**src/rtl/io_bus_pkg.sv**
```systemverilog
`default_nettype none
// ============================================================================
// Module   : io_bus_pkg
// Purpose  : State encoding, default widths and I/O register map for the
//            two-master I/O bus arbiter.
// Revision : 1.0 - initial release
// ============================================================================
package io_bus_pkg;

   localparam logic [1:0] ST_IDLE   = 2'd0;
   localparam logic [1:0] ST_ACCESS = 2'd1;
   localparam logic [1:0] ST_DONE   = 2'd2;

   localparam int DEF_ADDR_W = 16;
   localparam int DEF_DATA_W = 16;

   localparam logic [15:0] REG_SW        = 16'h0000;
   localparam logic [15:0] REG_BTN       = 16'h0002;
   localparam logic [15:0] REG_LED       = 16'h0010;
   localparam logic [15:0] REG_DISP0     = 16'h0020;
   localparam logic [15:0] REG_DISP1     = 16'h0021;
   localparam logic [15:0] REG_DISP2     = 16'h0022;
   localparam logic [15:0] REG_DISP3     = 16'h0023;
   localparam logic [15:0] REG_DISP_CTRL = 16'h0024;

endpackage
`default_nettype wire

```
**src/rtl/io_bus_arbiter_rr_arb2.sv**
```systemverilog
`default_nettype none
// ============================================================================
// Module   : rr_arb2
// Purpose  : Combinational two-requester grant selection, round-robin or
//            fixed priority (requester 0 wins ties).
// Revision : 1.0 - initial release
// ============================================================================
module rr_arb2 #(
   parameter int FIXED_PRIO = 0
) (
   input  logic req0,
   input  logic req1,
   input  logic last_grant,
   output logic valid,
   output logic grant
);

   always_comb begin
      valid = req0 | req1;
      grant = 1'b0;
      if (req0 && req1) begin
         grant = (FIXED_PRIO != 0) ? 1'b0 : ~last_grant;
      end else if (req1) begin
         grant = 1'b1;
      end
   end

endmodule
`default_nettype wire

```
**src/rtl/io_bus_arbiter.sv**
```systemverilog
`default_nettype none
// ============================================================================
// Module   : io_bus_arbiter
// Purpose  : Shares the I/O register bus between two masters, one complete
//            req/ack transaction at a time, with fully registered outputs.
// Revision : 1.0 - initial release
// ============================================================================
module io_bus_arbiter
   import io_bus_pkg::*;
#(
   parameter int ADDR_W     = DEF_ADDR_W,
   parameter int DATA_W     = DEF_DATA_W,
   parameter int FIXED_PRIO = 0
) (
   input  logic              clk,
   input  logic              reset_n,
   input  logic              m0_req,
   input  logic [ADDR_W-1:0] m0_addr,
   input  logic [DATA_W-1:0] m0_wdata,
   input  logic              m0_we,
   output logic              m0_ack,
   output logic [DATA_W-1:0] m0_rdata,
   input  logic              m1_req,
   input  logic [ADDR_W-1:0] m1_addr,
   input  logic [DATA_W-1:0] m1_wdata,
   input  logic              m1_we,
   output logic              m1_ack,
   output logic [DATA_W-1:0] m1_rdata,
   output logic [ADDR_W-1:0] io_addr,
   output logic [DATA_W-1:0] io_wdata,
   output logic              io_we,
   input  logic [DATA_W-1:0] io_rdata,
   output logic              busy
);

   logic [1:0] state;
   logic [1:0] next_state;
   logic       grant;
   logic       last_grant;
   logic       arb_valid;
   logic       arb_grant;
   logic       load;
   logic       capture;

   rr_arb2 #(
      .FIXED_PRIO (FIXED_PRIO)
   ) u_arb (
      .req0       (m0_req),
      .req1       (m1_req),
      .last_grant (last_grant),
      .valid      (arb_valid),
      .grant      (arb_grant)
   );

   // last_grant resets to 1 so master 0 wins the first tie
   always_ff @(posedge clk or negedge reset_n) begin
      if (!reset_n) begin
         state      <= ST_IDLE;
         grant      <= 1'b0;
         last_grant <= 1'b1;
      end else begin
         state <= next_state;
         if (load) begin
            grant      <= arb_grant;
            last_grant <= arb_grant;
         end
      end
   end

   always_comb begin
      next_state = state;
      case (state)
         ST_IDLE:   if (arb_valid) next_state = ST_ACCESS;
         ST_ACCESS: next_state = ST_DONE;
         ST_DONE:   next_state = ST_IDLE;
         default:   next_state = ST_IDLE;
      endcase
   end

   always_comb begin
      load    = (state == ST_IDLE) && arb_valid;
      capture = (state == ST_ACCESS);
   end

   // io_we is high only during ACCESS; address/data hold otherwise
   always_ff @(posedge clk or negedge reset_n) begin
      if (!reset_n) begin
         io_addr  <= '0;
         io_wdata <= '0;
         io_we    <= 1'b0;
         m0_ack   <= 1'b0;
         m1_ack   <= 1'b0;
         m0_rdata <= '0;
         m1_rdata <= '0;
         busy     <= 1'b0;
      end else begin
         busy   <= (next_state != ST_IDLE);
         io_we  <= load ? (arb_grant ? m1_we : m0_we) : 1'b0;
         m0_ack <= capture && !grant;
         m1_ack <= capture && grant;
         if (load) begin
            io_addr  <= arb_grant ? m1_addr  : m0_addr;
            io_wdata <= arb_grant ? m1_wdata : m0_wdata;
         end
         if (capture && !grant) m0_rdata <= io_rdata;
         if (capture && grant)  m1_rdata <= io_rdata;
      end
   end

endmodule
`default_nettype wire

```
**config.mk**
```make
export PLATFORM = sky130hd
export DESIGN_NAME = io_bus_arbiter
export DESIGN_NICKNAME = d
export VERILOG_FILES = /design/src/rtl/io_bus_pkg.sv /design/src/rtl/io_bus_arbiter_rr_arb2.sv /design/src/rtl/io_bus_arbiter.sv
export SDC_FILE = /design/constraint.sdc
export NUM_CORES = 1
export LEC_CHECK = 0
export ABC_AREA = 1
export BUFFER_PORTS_ARGS = -buffer_cell sky130_fd_sc_hd__buf_2
export CAP_MARGIN = 5
export CORE_UTILIZATION = 50
export CTS_BUF_LIST = sky130_fd_sc_hd__clkbuf_4 sky130_fd_sc_hd__clkbuf_8 sky130_fd_sc_hd__clkbuf_16
export CTS_CLUSTER_SIZE = 30
export DETAILED_ROUTE_END_ITERATION = 7
export PLACE_DENSITY = 0.86
export SLEW_MARGIN = 25
export SYNTH_ARGS = -nofsm -noshare
export SYNTH_HDL_FRONTEND = slang
export SYNTH_SLANG_ARGS = --single-unit
```
**constraint.sdc**
```tcl
create_clock -name clk -period 3.5 [get_ports clk]
set_input_delay 0.875 -clock clk [delete_from_list [all_inputs] [get_ports clk]]
set_output_delay 0.875 -clock clk [all_outputs]
set_load 0.05 [all_outputs]
```
# After elaboration in Yosys (flattened, before gate mapping)
# Cells that the tools add are included.
# W data, S select, Z words.
# classes
muxes,8
eq_ne,1
n_reduce_logical,7
bitwise_logic,2
# ops
op,count
$mux W16,2
$logic_and A1 B1 Y1,4
$mux W1,4
$pmux W2 S2,1
$eq A2 B1 Y1 const B,1
$logic_not A2 Y1,1
$mux W2,1
$reduce_bool A2 Y1,1
$logic_not A1 Y1,1
$not A1 Y1,1
$or A1 B1 Y1,1
# totals
output_inout_bits,68
wordCells,29
register_bits,72

# Logic depth before layout (Yosys ltp)
# Gate-level depths: netlist (run 1).
# depth
depth_word,4
mapped_depth,7
depth_no_buf,6

# Cells and area by module
# From an unflattened synthesis (run 1), not the netlist that was laid out.
# hier_totals
hier_cells,406
hier_area_um2,3198.1
# by_module_without_submodules
mod,cells_per_inst,instances,area_each_um2,seq_area_each_um2
io_bus_arbiter,403,1,3183.1,1803.0
rr_arb2,3,1,15.0,0.0

# Worst setup path before layout (run 1)
# No wires, ideal clock.
# synth_timing
path_kind,input to register
start,input m1_req
end,register io_addr[0]
setup_time_ns,0.066
path_buffers,2
required_time_ns,3.434
t_arrival_ns,1.560
setup_slack_ns,1.874
stages,7
cell_sequence,buf_6 nor2_4 nor2_8 inv_2 buf_6 nand2_1 nand2_1
# synth_via
elab_chain_len,3
word_cells_on_any_way,6
cone_classes,mux: 3; bitwise: 1; reduce/logical: 2
# synth_lines
element,line_no,text
start: declaration,io_bus_arbiter.sv:23,"input logic m1_req,"
$mux W1 or $logic_and A1 B1 Y1 (tied branches),"io_bus_arbiter_rr_arb2.sv:23, io_bus_arbiter_rr_arb2.sv:21",
$mux W1,io_bus_arbiter_rr_arb2.sv:21,if (req0 && req1) begin
$mux W16,io_bus_arbiter.sv:102,io_addr <= arb_grant ? m1_addr : m0_addr;
end signal: assignment,io_bus_arbiter.sv:102,
end: declaration,io_bus_arbiter.sv:29,"output logic [ADDR_W-1:0] io_addr,"
# Parallel ways exist; a longest one is shown, timed or not.
# A chain may end at the register's enable or synchronous reset.

# Worst setup path after layout (run 1)
# layout_timing
start,input m1_req
end,register io_wdata[8]
# layout_via
elab_chain_len,3
word_cells_on_any_way,6
cone_classes,mux: 3; bitwise: 1; reduce/logical: 2
# layout_lines
element,line_no,text
$mux W1 or $logic_and A1 B1 Y1 (tied branches),"io_bus_arbiter_rr_arb2.sv:23, io_bus_arbiter_rr_arb2.sv:21",
$mux W1,io_bus_arbiter_rr_arb2.sv:21,
$mux W16,io_bus_arbiter.sv:103,io_wdata <= arb_grant ? m1_wdata : m0_wdata;
end signal: assignment,io_bus_arbiter.sv:103,
end: declaration,io_bus_arbiter.sv:30,"output logic [DATA_W-1:0] io_wdata,"
# Parallel ways exist; a longest one is shown, timed or not.

==> run_results.csv, run 1 <==
group,metric,value,unit
synthesis,ys_ff_latch,72,
synthesis,synth_compound_area_share,5.27,%
cells_and_area,synthToLayoutAreaGrowth,29.4,%
critical_path,rrSetupSlack,1.72,ns
sta,rsz0062_at_grt,"no",
synthesis,synth-xor-area-share,0,%
floorplan,die_x,83.5,um
floorplan,ios,154,
synthesis,synth_fp_nets,507,
synthesis,yosysUniqueCellTypes,19,
critical_path,critPathMaxStageDelay,0.50,ns
grt,grt_overflow,0,
cells_and_area,fin_nets,651,
sta,finalCritPeriodShare,66.3,%
drt,remaining_drc_errors,0,
drt,dr.pass1.iters,5,
drt,detailedRoute.firstIterationViolations,162,
power_and_ir_drop,p_leak,2.68,nW
sta,hold_viol_final,0,
clock_tree,clk_latency,0.33,ns
hold_path,hp-class,"flip-flop to flip-flop",
cells_and_area,final_cell_mix,"buf_2 (153), nand2_1 (135), inv_1 (86)",
clock_tree,ctsHoldBuffers,0,
synthesis,syn_inst,421,
sta,fin_crit,2.32,ns
critical_path,path_class,"input pin to flip-flop",
floorplan,dieArea,0.00698,mm2
critical_path,start_kind,"input pin",
synthesis,syn-cell-area,0.00332,mm2
critical_path,ff2ff_path_depth,6,
synthesis,ys_seq_area_share,54.2,%
critical_path,worst_ep_required_time,3.71,ns
grt,grt_max_degree,39,
sta,slew_viol_final,0,
sta,max_clock_freq,0.431,GHz
synthesis,ys_warn_count,0,
grt,grt_pass1_wl,13.0,mm
clock_tree,cts-root-buf,"clkbuf_8",
place,dp_slack,0.848,ns
floorplan,rows,29,
hold_path,whs_path_depth,2,
clock_tree,cts_buffers,9,
synthesis,synth_adder_area_share,0,%
sta,finalSetupTns,0,ns
grt,antenna_found_initial,0,
clock_tree,postCtsSetupRepairBufs,0,
synthesis,synth_top_family_by_area,"simple AND/OR/NAND/NOR gates",
drt,wire_per_inst,12.2,um
sta,relSlewSlack,37.2,%
place,dpl.hpwl,5.62,mm
clock_tree,clockBufferDepth,2,
critical_path,crit_path_end_kind,"flip-flop",
drt,ant_nets,0,
drt,num_vias,3144,
sta,worst_slew_pin_slew,0.939,ns
place,io_buffer_count,153,
floorplan,initial_core_util,52.1,%
critical_path,path_cells,"buf_2, nor2_4, nor2_8, inv_2, nand2_1, nand2_1",
sta,worst_slack,1.18,ns
place,routabilityCongestion,0.821,
drt,wirelength,7.88,mm
sta,setup-violations-final,0,
synthesis,postSynthAreaPerCell,7.90,um2
drt,via_per_inst,4.86,
clock_tree,ctsHtreeMaxLevel,3,
cells_and_area,drive_gt1_share,31.1,%
critical_path,critPathTopFamily,"buffers and inverters",
grt,track_usage,23.1,%
critical_path,crit_buf_inv,2,
critical_path,crit_fanout,37,
clock_tree,cts_resized,0,
critical_path,worst-path-stages,6,
grt,grt_pass1_vias,2983,
flow_run,max_cap_violations,0,
clock_tree,cts.clk_slew.worst_paths,0.08,ns
critical_path,cpMostUsedCell,"nand2_1",
floorplan,fp.dieH,83.5,um
power_and_ir_drop,powerDensity,1120,mW/mm2
floorplan,core,0.00639,mm2
cells_and_area,diodes,0,
critical_path,cp_data_arrival_time,2.53,ns
cells_and_area,fillers,544,
synthesis,synthSimpleGateAreaFrac,26.4,%
cells_and_area,final_common_cell,"buf_2",
sta,skew,0.00783,ns
critical_path,slowest_stage,"buf_2",
power_and_ir_drop,vdd_ir_drop_max,0.664,mV
clock_tree,cts_tree,"built",
clock_tree,cts_sinks,72,
synthesis,synthMuxAreaShare,0,%
outcome,status,"completed",
-- power by group --
part           leakage (nW)  total (mW)  internal (mW)  switching, mW
combinational          1.69        2.64          0.556           2.09
sequential            0.880        1.47           1.25          0.218
clock                 0.112       0.727          0.410          0.317
-- synthesized netlist by cell type (all sizes together) --
| cell | number | area [um2] |
|---|---|---|
| clkbuf | 5 | 21.3 |
| nor2 | 5 | 45.1 |
| dfrtp | 71 | 1780 |
| o21ai | 34 | 170 |
| inv | 87 | 327 |
| buf | 17 | 120 |
| dfstp | 1 | 26.3 |
| a21oi | 1 | 5.00 |
| nand3 | 64 | 320 |
| nand2 | 136 | 513 |
-- logic make-up (layout without fill, tap and decap cells) --
family / Yosys count / count (layout)
buffers and inverters: 109 / 258
AND/OR/NAND/NOR: 205 / 205
AO/OA/AOI/OAI: 35 / 35
flip-flops: 72 / 72
-- stage by stage --
step                      hold slack, ns  instance area (um2)  instances  power [mW]  util (%)
after CTS                          0.471                 4300        647        4.88      67.4
after detailed placement           0.458                 4070        631        4.13      63.8
final                              0.470                 4300        647        4.84      67.4
after global routing               0.488                 4300        647        5.12      67.4
after global placement             0.451                 4070        631        4.06      63.8
after floorplan                    0.441                 3320        421        3.53         -
-- worst register-to-register path: cells and delay by family, from the launching register on --
family	cells	cell delay, ns
AO/OA/AOI/OAI	1	0.08
flip-flops	1	0.53
buffers and inverters	2	0.37
AND/OR/NAND/NOR	3	0.68
-- flip-flops by register name (all words and copies together) (netlist names) --
| register | count |
|---|---|
| m1_rdata | 16 |
| m0_ack | 1 |
| last_grant | 1 |
| io_addr | 16 |
| io_wdata | 16 |
| io_we | 1 |
| m1_ack | 1 |
| m0_rdata | 16 |
| state | 2 |
| busy | 1 |
| grant | 1 |
-- layer usage --
metal / routed length (um) / part of all wire [%] / up-vias / global-route usage [%]
met5: 0 / 0 / - / 0
met4: 71 / 0.90 / 0 / 7.09
met3: 424 / 5.4 / 8 / 4.06
met2: 3940 / 50 / 119 / 39.3
met1: 3450 / 44 / 1467 / 30.2
li1: - / - / 1550 / -
-- path summary, 6_finish.rpt --
check,start,endpoint
min in group asynchronous,reset_n,m1_ack$_DFF_PN0_
min reg2reg,last_grant$_DFFE_PN1P_,last_grant$_DFFE_PN1P_
max reg2reg,last_grant$_DFFE_PN1P_,grant$_DFFE_PN0P_
max,m1_req,io_wdata[8]$_DFFE_PN0P_
min,last_grant$_DFFE_PN1P_,last_grant$_DFFE_PN1P_
max in group asynchronous,reset_n,last_grant$_DFFE_PN1P_
-- final cells by class --
cell class / count / area [um2] / area share (%)
Timing Repair Buffer: 155 / 793 / 18.4
Sequential cell: 72 / 1800 / 41.9
Multi-Input combinational cell: 240 / 1050 / 24.5
Clock buffer: 9 / 124 / 2.88
Clock inverter: 7 / 105 / 2.44
Tap cell: 77 / 96.3 / 2.24
Inverter: 87 / 327 / 7.59
Note: power is estimated with default switching activity, not from simulation.
==> run 2, diff against run 1 <==
--- a/config.mk
+++ b/config.mk
@@ -8,11 +8,11 @@
 export ABC_AREA = 1
 export BUFFER_PORTS_ARGS = -buffer_cell sky130_fd_sc_hd__buf_2
 export CAP_MARGIN = 5
-export CORE_UTILIZATION = 50
+export CORE_UTILIZATION = 42
 export CTS_BUF_LIST = sky130_fd_sc_hd__clkbuf_4 sky130_fd_sc_hd__clkbuf_8 sky130_fd_sc_hd__clkbuf_16
 export CTS_CLUSTER_SIZE = 30
 export DETAILED_ROUTE_END_ITERATION = 7
-export PLACE_DENSITY = 0.86
+export PLACE_DENSITY = 0.77
 export SLEW_MARGIN = 25
 export SYNTH_ARGS = -nofsm -noshare
 export SYNTH_HDL_FRONTEND = slang
==> constraint.sdc (replaced) <==
create_clock -name clk -period 2 [get_ports clk]
set_input_delay 0.5 -clock clk [delete_from_list [all_inputs] [get_ports clk]]
set_output_delay 0.5 -clock clk [all_outputs]
set_load 0.05 [all_outputs]
==> run 2 against run 1 <==
Net effect:
- the flow now finishes with violations (DRC)
- clock power is 44% higher
- non-clock buffer count is 4 higher
- largest power group unchanged
- critical path type is now flip-flop to flip-flop
- wire length is 5.5% higher
- highest routed layer unchanged
- power is 71% higher
==> run_results.csv, run 2 (synthesized netlist as in run 1, its figures left out) <==
group,metric,value,unit
cells_and_area,fin_cells,676,
critical_path,start_kind,"flip-flop",
floorplan,ios,154,
power_and_ir_drop,p_leak,2.67,nW
clock_tree,cts-root-buf,"clkbuf_8",
critical_path,timing.rr.start,"state[0]$_DFF_PN0_",
power_and_ir_drop,pwr-share-comb,56.5,%
grt,use_met2,34.7,%
critical_path,startpoint,"state[0]$_DFF_PN0_",
clock_tree,ctsHoldBuffers,0,
drt,dr.pass1.iters,6,
cells_and_area,final_common_cell,"buf_2",
clock_tree,cts_buffers,9,
critical_path,path_class,"flip-flop to flip-flop",
floorplan,fp.dieH,91.0,um
critical_path,ff2ff_path_depth,6,
cells_and_area,synthToLayoutAreaGrowth,29.9,%
critical_path,slowest_stage,"nor2_8",
place,dp_slack,0.160,ns
sta,worst_slew_pin_slew,0.528,ns
grt,grt_pass1_wl,13.6,mm
power_and_ir_drop,p_sw_share,55.8,%
critical_path,worst_ep_required_time,2.23,ns
critical_path,r2r_end,"io_wdata[2]$_DFFE_PN0P_",
clock_tree,clk_latency,0.34,ns
clock_tree,cts_tree,"built",
power_and_ir_drop,vdd_ir_drop_max,0.825,mV
grt,track_usage,20.9,%
critical_path,crit_path_end_kind,"flip-flop",
floorplan,die_x,91.0,um
sta,hold_viol_final,0,
grt,antenna_found_initial,0,
sta,fin_crit,1.73,ns
drt,ant_nets,0,
critical_path,crit_path_end,"io_wdata[2]$_DFFE_PN0P_",
sta,slew_viol_final,0,
critical_path,worst-path-stages,6,
critical_path,cpMostUsedCell,"nand2_1",
cells_and_area,diodes,0,
critical_path,rrSetupSlack,0.27,ns
power_and_ir_drop,power,8.29,mW
sta,worst_slack,0.269,ns
clock_tree,cts.clk_slew.worst_paths,0.08,ns
power_and_ir_drop,p_switching,4.62,mW
cells_and_area,fin_nets,655,
place,io_buffer_count,153,
critical_path,crit_fanout,37,
cells_and_area,fillers,755,
sta,setup-violations-final,0,
place,dp_cells,660,
critical_path,cp_data_arrival_time,1.96,ns
cells_and_area,finalInstanceArea,0.00432,mm2
outcome,violations,"DRC",
sta,whs,0.0795,ns
critical_path,path_cells,"inv_1, nand2_1, nor2_8, inv_2, nand2_1, nand2_1",
cells_and_area,drive_gt1_share,31.5,%
grt,grt_pass1_vias,2956,
outcome,status,"finished with violations",
clock_tree,ctsHtreeMaxLevel,3,
critical_path,crit_buf_inv,2,
place,routabilityCongestion,0.788,
floorplan,dieArea,0.00828,mm2
grt,grt_busiest_layer,"met2",
sta,max_clock_freq,0.578,GHz
cells_and_area,fin_util,56.2,%
sta,rsz0062_at_grt,"no",
drt,wire_per_inst,12.3,um
drt,detailedRoute.firstIterationViolations,207,
critical_path,critPathTopFamily,"simple AND/OR/NAND/NOR gates",
floorplan,rows,32,
power_and_ir_drop,p_int,3.66,mW
place,place_area,0.00414,mm2
power_and_ir_drop,powerDensity,1920,mW/mm2
clock_tree,cts_resized,0,
drt,via_per_inst,4.64,
grt,gr-usage-met1,26.3,%
power_and_ir_drop,seqPwrFrac,30.9,%
critical_path,critPathMaxStageDelay,0.41,ns
sta,relSlewSlack,64.8,%
place,dpl.hpwl,5.87,mm
clock_tree,cts_sinks,72,
grt,grt_max_degree,44,
sta,skew,0.00699,ns
flow_run,max_cap_violations,0,
sta,finalSetupTns,0,ns
hold_path,hp-class,"input pin to asynchronous set/reset pin",
cells_and_area,final_cell_mix,"buf_2 (152), nand2_1 (135), inv_1 (86)",
clock_tree,clockBufferDepth,2,
floorplan,core,0.00769,mm2
drt,remaining_drc_errors,1,
drt,num_vias,3134,
sta,finalCritPeriodShare,86.5,%
grt,grt_overflow,0,
floorplan,initial_core_util,43.2,%
clock_tree,postCtsSetupRepairBufs,0,
grt,use_met3,4.94,%
drt,wirelength,8.32,mm
power_and_ir_drop,power_frac_clock,12.6,%
-- run 2: worst register-to-register path: cells and delay by family (launching register included) --
family                 cells  cell delay [ns]
flip-flops                 1             0.36
AND/OR/NAND/NOR            4             0.77
buffers and inverters      2             0.49
-- run 2: routing by layer --
| metal | routed length, um | vias to the layer above |
|---|---|---|
| li1 | - | 1562 |
| met1 | 3580 | 1447 |
| met2 | 4150 | 113 |
| met3 | 411 | 12 |
| met4 | 183 | 0 |
| met5 | 0 | - |
-- run 2: final cells by class --
| class | count | area [um2] | area share [%] |
|---|---|---|---|
| inverters | 87 | 327 | 7.56 |
| flip-flops and latches | 72 | 1800 | 41.8 |
| multi-input cells | 240 | 1050 | 24.4 |
| clock inverters | 6 | 43.8 | 1.01 |
| clock buffers | 10 | 138 | 3.19 |
| repair buffers | 159 | 826 | 19.1 |
| well taps | 102 | 128 | 2.96 |
-- run 2: power groups by stage --
stage                     Clock [mW]  Sequential (mW)  Combinational (mW)
after floorplan                    0             4.92                1.25
after global placement             0             2.56                4.61
after detailed placement           0             2.57                4.71
after CTS                       1.07             2.56                4.71
after global routing            1.14             2.65                4.99
final                           1.05             2.56                4.68
-- run 2: how the worst min path moves through the flow --
stage	start	end	depth (start not counted)
floorplan	reset_n	busy$_DFF_PN0_	0
global placement	reset_n	io_addr[0]$_DFFE_PN0P_	1
detailed placement	reset_n	io_addr[2]$_DFFE_PN0P_	1
CTS	reset_n	io_addr[0]$_DFFE_PN0P_	1
global route	reset_n	io_addr[0]$_DFFE_PN0P_	1
finish	reset_n	io_addr[0]$_DFFE_PN0P_	1
